--- src/rtl/audio_frame_pkg.sv ---
// rtl/audio_frame_pkg.sv - shared state type, sample limits and saturating |x| for the frame unpacker
package audio_frame_pkg;

   typedef enum logic [1:0] {S_LEFT, S_RIGHT, S_CALC, S_OUT} unpk_state_t;

   localparam logic [7:0]         UNITY_GAIN = 8'h10;
   localparam logic signed [15:0] SAMPLE_MAX = 16'sh7FFF;
   localparam logic signed [15:0] SAMPLE_MIN = 16'sh8000;

   // |x| that stays representable: the most negative sample folds to the most positive one
   function automatic logic [15:0] sat_abs(input logic [15:0] x);
      if (x == SAMPLE_MIN)
         return SAMPLE_MAX;
      else if (x[15])
         return 16'(-x);
      else
         return x;
   endfunction

endpackage

--- src/rtl/sample_gain_sat.sv ---
// rtl/sample_gain_sat.sv - combinational sample * unsigned gain, arithmetic shift and saturation
module sample_gain_sat #(
   parameter int DATA_WIDTH = 16,
   parameter int GAIN_WIDTH = 8,
   parameter int GAIN_FRAC  = 4
) (
   input  logic [DATA_WIDTH-1:0] sample,
   input  logic [GAIN_WIDTH-1:0] gain,
   output logic [DATA_WIDTH-1:0] y,
   output logic                  sat
);

   localparam int PW = DATA_WIDTH + GAIN_WIDTH + 1;
   localparam logic signed [PW-1:0] MAX_V = {{(GAIN_WIDTH+2){1'b0}}, {(DATA_WIDTH-1){1'b1}}};
   localparam logic signed [PW-1:0] MIN_V = {{(GAIN_WIDTH+2){1'b1}}, {(DATA_WIDTH-1){1'b0}}};

   logic signed [PW-1:0] p;
   logic signed [PW-1:0] s;

   // gain gets a zero sign bit so the product stays a signed multiply
   assign p = $signed(sample) * $signed({1'b0, gain});
   assign s = p >>> GAIN_FRAC;

   always_comb begin
      y   = s[DATA_WIDTH-1:0];
      sat = 1'b0;
      if (s > MAX_V) begin
         y   = {1'b0, {(DATA_WIDTH-1){1'b1}}};
         sat = 1'b1;
      end else if (s < MIN_V) begin
         y   = {1'b1, {(DATA_WIDTH-1){1'b0}}};
         sat = 1'b1;
      end
   end

endmodule

--- src/rtl/audio_frame_unpacker.sv ---
// rtl/audio_frame_unpacker.sv - pairs FWFT FIFO samples into gained stereo frames on a valid/ready port
// Optional PEAK_DETECT_EN tracks the peak post-gain magnitude on peak_abs.
module audio_frame_unpacker
   import audio_frame_pkg::*;
#(
   parameter int DATA_WIDTH = 16,
   parameter int GAIN_WIDTH = 8,
   parameter int GAIN_FRAC  = 4
) (
   input  logic                  rd_clk,
   input  logic                  rd_rst_n,
   input  logic                  en,
   input  logic                  flush,
   input  logic [GAIN_WIDTH-1:0] gain,
   input  logic                  fifo_rd_vld,
   input  logic [DATA_WIDTH-1:0] fifo_rd_data,
   output logic                  fifo_rd_en,
   output logic                  frame_valid,
   input  logic                  frame_ready,
   output logic [DATA_WIDTH-1:0] frame_left,
   output logic [DATA_WIDTH-1:0] frame_right,
   output logic                  clip,
   output logic [DATA_WIDTH-1:0] peak_abs,
   input  logic                  peak_clr
);

   unpk_state_t           state;
   logic [DATA_WIDTH-1:0] l_raw, r_raw;
   logic [DATA_WIDTH-1:0] y_l, y_r;
   logic                  sat_l, sat_r;

   sample_gain_sat #(.DATA_WIDTH(DATA_WIDTH), .GAIN_WIDTH(GAIN_WIDTH), .GAIN_FRAC(GAIN_FRAC))
      u_gain_l (.sample(l_raw), .gain(gain), .y(y_l), .sat(sat_l));

   sample_gain_sat #(.DATA_WIDTH(DATA_WIDTH), .GAIN_WIDTH(GAIN_WIDTH), .GAIN_FRAC(GAIN_FRAC))
      u_gain_r (.sample(r_raw), .gain(gain), .y(y_r), .sat(sat_r));

   // en only gates the start of a frame; once left is taken the right sample is always drained
   always_comb begin
      fifo_rd_en = 1'b0;
      if (rd_rst_n && !flush) begin
         if (state == S_LEFT)
            fifo_rd_en = en & fifo_rd_vld;
         else if (state == S_RIGHT)
            fifo_rd_en = fifo_rd_vld;
      end
   end

   always_ff @(posedge rd_clk) begin
      if (!rd_rst_n) begin
         state       <= S_LEFT;
         frame_valid <= 1'b0;
         clip        <= 1'b0;
         frame_left  <= '0;
         frame_right <= '0;
         l_raw       <= '0;
         r_raw       <= '0;
      end else if (flush) begin
         state       <= S_LEFT;
         frame_valid <= 1'b0;
         clip        <= 1'b0;
      end else begin
         clip <= 1'b0;
         case (state)
            S_LEFT: begin
               if (fifo_rd_en) begin
                  l_raw <= fifo_rd_data;
                  state <= S_RIGHT;
               end
            end
            S_RIGHT: begin
               if (fifo_rd_en) begin
                  r_raw <= fifo_rd_data;
                  state <= S_CALC;
               end
            end
            S_CALC: begin
               frame_left  <= y_l;
               frame_right <= y_r;
               frame_valid <= 1'b1;
               clip        <= sat_l | sat_r;
               state       <= S_OUT;
            end
            S_OUT: begin
               if (frame_ready) begin
                  frame_valid <= 1'b0;
                  state       <= S_LEFT;
               end
            end
            default: state <= S_LEFT;
         endcase
      end
   end

`ifdef PEAK_DETECT_EN
   logic [DATA_WIDTH-1:0] peak_q, abs_l, abs_r, peak_cand;

   assign abs_l     = sat_abs(y_l);
   assign abs_r     = sat_abs(y_r);
   assign peak_cand = (abs_l > abs_r) ? abs_l : abs_r;

   always_ff @(posedge rd_clk) begin
      if (!rd_rst_n)
         peak_q <= '0;
      else if (peak_clr)
         peak_q <= '0;
      else if (!flush && state == S_CALC && peak_cand > peak_q)
         peak_q <= peak_cand;
   end

   assign peak_abs = peak_q;
`else
   logic unused_peak_clr;
   assign unused_peak_clr = peak_clr;
   assign peak_abs        = '0;
`endif

endmodule
--- config.mk ---
export PLATFORM = sky130hd
export DESIGN_NAME = audio_frame_unpacker
export DESIGN_NICKNAME = d
export VERILOG_FILES = /design/src/rtl/audio_frame_pkg.sv /design/src/rtl/sample_gain_sat.sv /design/src/rtl/audio_frame_unpacker.sv
export SDC_FILE = /design/constraint.sdc
export NUM_CORES = 1
export LEC_CHECK = 0
export ABC_AREA = 1
export CAP_MARGIN = 10
export CORE_MARGIN = 2
export CORE_UTILIZATION = 30
export DETAILED_ROUTE_END_ITERATION = 8
export PLACE_DENSITY = 0.54
export SYNTH_ARGS = -nofsm -noshare
export SYNTH_HDL_FRONTEND = slang
export SYNTH_SLANG_ARGS = --single-unit
--- constraint.sdc ---
create_clock -name rd_clk -period 8.08 [get_ports rd_clk]
set_input_delay 2.424 -clock rd_clk [delete_from_list [all_inputs] [get_ports rd_clk]]
set_output_delay 2.424 -clock rd_clk [all_outputs]
set_load 0.02 [all_outputs]
==> impl_metrics.env, run 1 <==
export IMPL_die_w_um=211
export IMPL_yosys_area_top_type="fa_1"
export IMPL_clk_latency_ns=0.38
export IMPL_fin_tns_setup_ns=0
export IMPL_cts_setup_buffers=0
export IMPL_hold_buffers=0
export IMPL_hpwl_um=25400
export IMPL_insertedDiodeCount=0
export IMPL_setup_ws_ns=0.492
export IMPL_drive_above_1_share_pct=4.09
export IMPL_yosys_cell_types_count=40
export IMPL_pin_count=82
export IMPL_avgSynthCellArea_um2=7.11
export IMPL_crit_buf_inv=5
export IMPL_cp_common_cell="fa_1"
export IMPL_cp_end_kind="flop"
export IMPL_synth_seq_cells=68
export IMPL_initialDrtViolationCount=594
export IMPL_crit_type="in2reg"
export IMPL_die_area_um2=44600
export IMPL_dp_cells=2356
export IMPL_max_stage_delay_ns=0.61
export IMPL_ys_warn_count=0
export IMPL_ant_nets=0
export IMPL_initial_utilization_pct=30.5
export IMPL_die_h_um=211
export IMPL_fin_crit_sh_pct=93.9
export IMPL_routedWlPerCell_um=13.3
export IMPL_crit_path_max_fanout=30
export IMPL_detail_route_first_pass_iterations=7
export IMPL_cts_tree="yes"
export IMPL_grt_max_degree=35
export IMPL_cpMaxStageDelayCell="fa_1"
export IMPL_core_um2=42100
export IMPL_period_minus_slack_ns=7.59
export IMPL_hold_violations=0
export IMPL_cp_arrival_ns=7.83
export IMPL_startpoint_type="primary input"
export IMPL_ir_worst_vdd_mv=0.0745
export IMPL_cts_path_max_buffers=2
export IMPL_grt_setup_unrepaired="false"
export IMPL_synth_common_cells="inv_1, nand2_1, fa_1"
export IMPL_worstMarginPinSlew_ns=0.797
export IMPL_status="complete, no violations"
export IMPL_async_reset_ff_share_pct=0
export IMPL_synth_edff_count=0
export IMPL_htreeDepth=3
export IMPL_hold_path_class="reg2reg"
export IMPL_finalSetupViolCount=0
export IMPL_synth_most_common_cell="inv_1"
export IMPL_critical_path_top_delay_family="adder cells"
export IMPL_antenna_found_initial=1
export IMPL_p_leak_uw=0.00841
export IMPL_detail_route_wirelength_um=31500
export IMPL_io_buffers=64
export IMPL_worst_endpoint_required_ns=8.32
export IMPL_via_count=10619
export IMPL_clkSinkCount=68
export IMPL_final_nets=2161
export IMPL_finClkSkew_ns=0.0127
export IMPL_maxCapViolCount=0
export IMPL_slew_viol_final=0
export IMPL_clock_fmax_mhz=132
export IMPL_stdcell_count=2372
export IMPL_clkTransAtPathRegs_ns=0.07
export IMPL_synth_ff_type="dfxtp_1"
export IMPL_yosysSeqAreaShare_pct=10.6
export IMPL_crit_path_cell_trace="clkdlybuf4s50_1 -> buf_12 -> nand2_1 -> fa_1 -> inv_1 -> fa_1 -> inv_1 -> fa_1 -> fa_1 -> inv_1 -> ha_1 -> nand3_1 -> nor2_1 -> nand4_1 -> nand3_1 -> nand2_1 -> nand2_1 -> nand3_1 -> a21oi_4 -> a21oi_1"
export IMPL_grt_pass1_wl_um=54100
export IMPL_route_detailed_drc=0
export IMPL_clockRootBuffer="clkbuf_16"
export IMPL_synth_top_cell_area_share_pct=31.7
export IMPL_synth_top_cells_by_area="fa_1, inv_1, nand2_1, dfxtp_1, ha_1"
export IMPL_syn_to_final_growth_pct=11.4
export IMPL_netlist_instances=1810
export IMPL_placementRows=75
export IMPL_grt_util_all_layers_pct=15.2
export IMPL_grt_overflow=0
export IMPL_p_total_uw=1000
export IMPL_ctsResizeCount=0
export IMPL_grt_pass1_vias=10868
export IMPL_slew_headroom_pct=46.9
export IMPL_place_ws_ns=0.137
export IMPL_place_congestion=0.853
export IMPL_syn_area_um2=12900
export IMPL_viasPerCell=4.48
export IMPL_power_density_nw_per_um2=69.9
export IMPL_cts_buffers=9
[registers in the layout (all words and copies together), names as in the netlist]
signal       cells
clip             1
frame_left      16
frame_right     16
frame_valid      1
l_raw           16
r_raw           16
state            2
[tightest hold or removal path, cell delays in order (launching register included)]
cell	delay (ns)
dfxtp_1	0.31
nand2_1	0.06
a21oi_1	0.06
[layer usage]
layer,share of wire (%),vias up,global-route usage [%]
met1,48,5140,21.3
met4,2.0,2,4.66
met2,45,214,24.1
met3,5.0,31,2.47
li1,-,5232,-
met5,0.022,-,0
[cell usage in the layout (no fill, tap or decap), types with 2 or more instances in the layout]
cell             count
a21oi_1             93
a21oi_2             11
a21oi_4              2
a31oi_1              2
and2_1               3
buf_12               6
buf_4               14
clkbuf_16            9
clkdlybuf4s50_1     64
clkinvlp_4           2
conb_1              16
dfxtp_1             68
fa_1               204
ha_1                98
inv_1              511
inv_6                4
nand2_1            490
nand2_2              8
nand3_1             64
nand3_2              6
nand3b_1             2
nand4_1              7
nor2_1              39
nor2_2               7
nor3_1               6
nor4_1               3
o21ai_0             45
xnor2_1             19
xor2_1              17
[area by class of cell]
type	instances	area [um^2]
clock inverter	7	80.1
multi-input combinational	1152	9200
fill	4480	27800
sequential	68	1360
inverter	513	1930
tap	539	674
timing repair buffer	84	866
clock buffer	9	225
[cell families after synthesis]
| group | after synthesis | share of synthesized area, % |
|---|---|---|
| adders and majority gates | 302 | 41.3 |
| other | 1 | 0.0291 |
| and+or+nand+nor | 637 | 20.2 |
| xor gates and xnor gates | 37 | 2.58 |
| AOI/OAI and AO/OA | 159 | 6.86 |
| muxes | 1 | 0.0875 |
| buffers and inverters | 605 | 18.4 |
| DFF | 68 | 10.6 |
[stage by stage]
step	hold WS (ns)	cell area (um^2)	utilization, %
2_1_floorplan	0.490	12900	-
3_3_place_gp	0.463	14000	33.3
3_5_place_dp	0.466	14000	33.3
4_1_cts	0.477	14300	34.0
5_1_grt	0.514	14300	34.0
6_report	0.475	14300	34.0
[report_power, final]
part	leakage (uW)	internal (uW)	total, uW	switching [uW]
Clock	0.000143	243	432	189
Combinational	0.00772	78.3	219	141
Sequential	0.000549	342	351	8.76
Total	0.00841	664	1000	338
[final timing paths]
| check | start | to | slack (ns) | cells past startpoint |
|---|---|---|---|---|
| hold / removal | frame_left[15]$_SDFFE_PN0P_ | frame_left[15]$_SDFFE_PN0P_ | 0.48 | 2 |
| setup / recovery | gain[0] | frame_left[0]$_SDFFE_PN0P_ | 0.49 | 20 |
| setup reg to reg | l_raw[15]$_SDFFE_PN0P_ | frame_left[0]$_SDFFE_PN0P_ | 2.72 | 18 |
| hold reg to reg | frame_left[15]$_SDFFE_PN0P_ | frame_left[15]$_SDFFE_PN0P_ | 0.48 | 2 |
(Power assumes the default switching activity.)
==> run 2, diff against run 1 <==
--- a/config.mk
+++ b/config.mk
@@ -8,9 +8,9 @@
 export ABC_AREA = 1
 export CAP_MARGIN = 10
 export CORE_MARGIN = 2
-export CORE_UTILIZATION = 30
+export CORE_UTILIZATION = 40
 export DETAILED_ROUTE_END_ITERATION = 8
-export PLACE_DENSITY = 0.54
+export PLACE_DENSITY = 0.66
 export SYNTH_ARGS = -nofsm -noshare
 export SYNTH_HDL_FRONTEND = slang
 export SYNTH_SLANG_ARGS = --single-unit
==> impl_metrics.env, run 2 (synthesized netlist as in run 1, its figures left out) <==
export IMPL_layout_commonest_cell="inv_1"
export IMPL_detail_route_first_pass_iterations=5
export IMPL_grt_max_degree=35
export IMPL_worstMarginPinSlew_ns=0.829
export IMPL_stdcell_count=2236
export IMPL_hold_path_class="reg2reg"
export IMPL_hold_violations=0
export IMPL_p_leak_uw=0.00844
export IMPL_route_detailed_drc=0
export IMPL_slew_headroom_pct=44.8
export IMPL_die_w_um=183
export IMPL_critical_path_top_delay_family="adder cells"
export IMPL_crit_buf_inv=6
export IMPL_p_total_uw=1070
export IMPL_startpoint_type="primary input"
export IMPL_io_buffers=64
export IMPL_initial_utilization_pct=40.7
export IMPL_antenna_found_initial=0
export IMPL_cts_tree="yes"
export IMPL_crit_type="in2reg"
export IMPL_hold_buffers=0
export IMPL_finalSetupViolCount=0
export IMPL_ctsResizeCount=0
export IMPL_cts_path_max_buffers=2
export IMPL_grt_pass1_vias=10790
export IMPL_timing_rr_start="r_raw[15]$_SDFFE_PN0P_"
export IMPL_crit_path_max_fanout=24
export IMPL_placementRows=65
export IMPL_core_um2=31600
export IMPL_gr_usage_met2_pct=30.9
export IMPL_hp_start="frame_left[15]$_SDFFE_PN0P_"
export IMPL_final_nets=2162
export IMPL_die_h_um=183
export IMPL_syn_to_final_growth_pct=10.5
export IMPL_hold_path_depth=2
export IMPL_use_met3_pct=2.64
export IMPL_design_area_um2=14200
export IMPL_finClkSkew_ns=0.0112
export IMPL_power_density_nw_per_um2=75.3
export IMPL_cpMaxStageDelayCell="clkdlybuf4s50_1"
export IMPL_clockRootBuffer="clkbuf_16"
export IMPL_dpl_cell_area_um2=13900
export IMPL_ir_worst_vdd_mv=0.0966
export IMPL_max_stage_delay_ns=0.64
export IMPL_place_congestion=0.900
export IMPL_clkSinkCount=68
export IMPL_via_count=10733
export IMPL_routedWlPerCell_um=13.2
export IMPL_dp_cells=2220
export IMPL_r2r_slack_ns=2.78
export IMPL_final_cell_mix="inv_1, nand2_1, fa_1, ha_1, a21oi_1"
export IMPL_detail_route_wirelength_um=29500
export IMPL_slew_viol_final=0
export IMPL_die_area_um2=33600
export IMPL_r2r_cells=20
export IMPL_maxCapViolCount=0
export IMPL_grt_overflow=0
export IMPL_fin_tns_setup_ns=0
export IMPL_busiest_layer="met2"
export IMPL_r2r_end="clip$_SDFF_PP0_"
export IMPL_worst_endpoint_required_ns=8.31
export IMPL_cp_common_cell="nand2_1"
export IMPL_status="complete, no violations"
export IMPL_holdPathEnd="frame_left[15]$_SDFFE_PN0P_"
export IMPL_viasPerCell=4.80
export IMPL_clk_latency_ns=0.35
export IMPL_hpwl_um=23800
export IMPL_grt_setup_unrepaired="false"
export IMPL_grt_util_all_layers_pct=18.8
export IMPL_fin_crit_sh_pct=93.1
export IMPL_cts_buffers=9
export IMPL_gr_usage_met1_pct=25.8
export IMPL_initialDrtViolationCount=666
export IMPL_crit_path_start="gain[2]"
export IMPL_grt_pass1_wl_um=51400
export IMPL_clkTransAtPathRegs_ns=0.06
export IMPL_cp_end_kind="flop"
export IMPL_period_minus_slack_ns=7.52
export IMPL_pin_count=82
export IMPL_htreeDepth=3
export IMPL_ant_nets=0
export IMPL_clock_fmax_mhz=133
export IMPL_cp_arrival_ns=7.75
export IMPL_cts_setup_buffers=0
export IMPL_insertedDiodeCount=0
export IMPL_drive_above_1_share_pct=4.09
## run 2: area by class of cell
cell class | count | area (um^2)
fill | 3158 | 17400
multi-input combinational | 1152 | 9200
inverter | 513 | 1930
sequential | 68 | 1360
timing repair buffer | 85 | 861
tap | 402 | 503
clock buffer | 10 | 229
clock inverter | 6 | 136
## run 2: report_power, final
part           leakage [uW]  internal, uW  switching, uW
logic               0.00772          77.6            139
clock network      0.000173           334            169
registers          0.000549           342           8.25
## run 2: through the flow
stage	hold slack (ns)	utilization, %	setup WS [ns]
after floorplan	0.490	-	1.15
after global placement	0.501	43.8	0.311
after detailed placement	0.494	43.8	0.255
after CTS	0.504	44.9	0.586
after global routing	0.527	44.9	0.239
final	0.490	44.9	0.558
## run 2: routing by layer
layer  share of wire, %  up-vias
li1                   -     5236
met1                 46     5167
met2                 47      293
met3                5.6       37
met4                1.9        0
met5                  0        -
## run 2: worst max-delay path by stage
| stage | to | slack, ns | cells after the start |
|---|---|---|---|
| after global placement | clip$_SDFF_PP0_ | 0.31 | 24 |
| after global routing | clip$_SDFF_PP0_ | 0.24 | 25 |
| after floorplan | frame_left[10]$_SDFFE_PN0P_ | 1.15 | 21 |
| final | clip$_SDFF_PP0_ | 0.56 | 26 |
| after detailed placement | clip$_SDFF_PP0_ | 0.25 | 24 |
| after CTS | clip$_SDFF_PP0_ | 0.59 | 22 |
## run 2: worst min-delay path, stage by stage, from the launching register on
cell and delay, ns:
dfxtp_1 0.33, nand2_1 0.07, a21oi_1 0.05
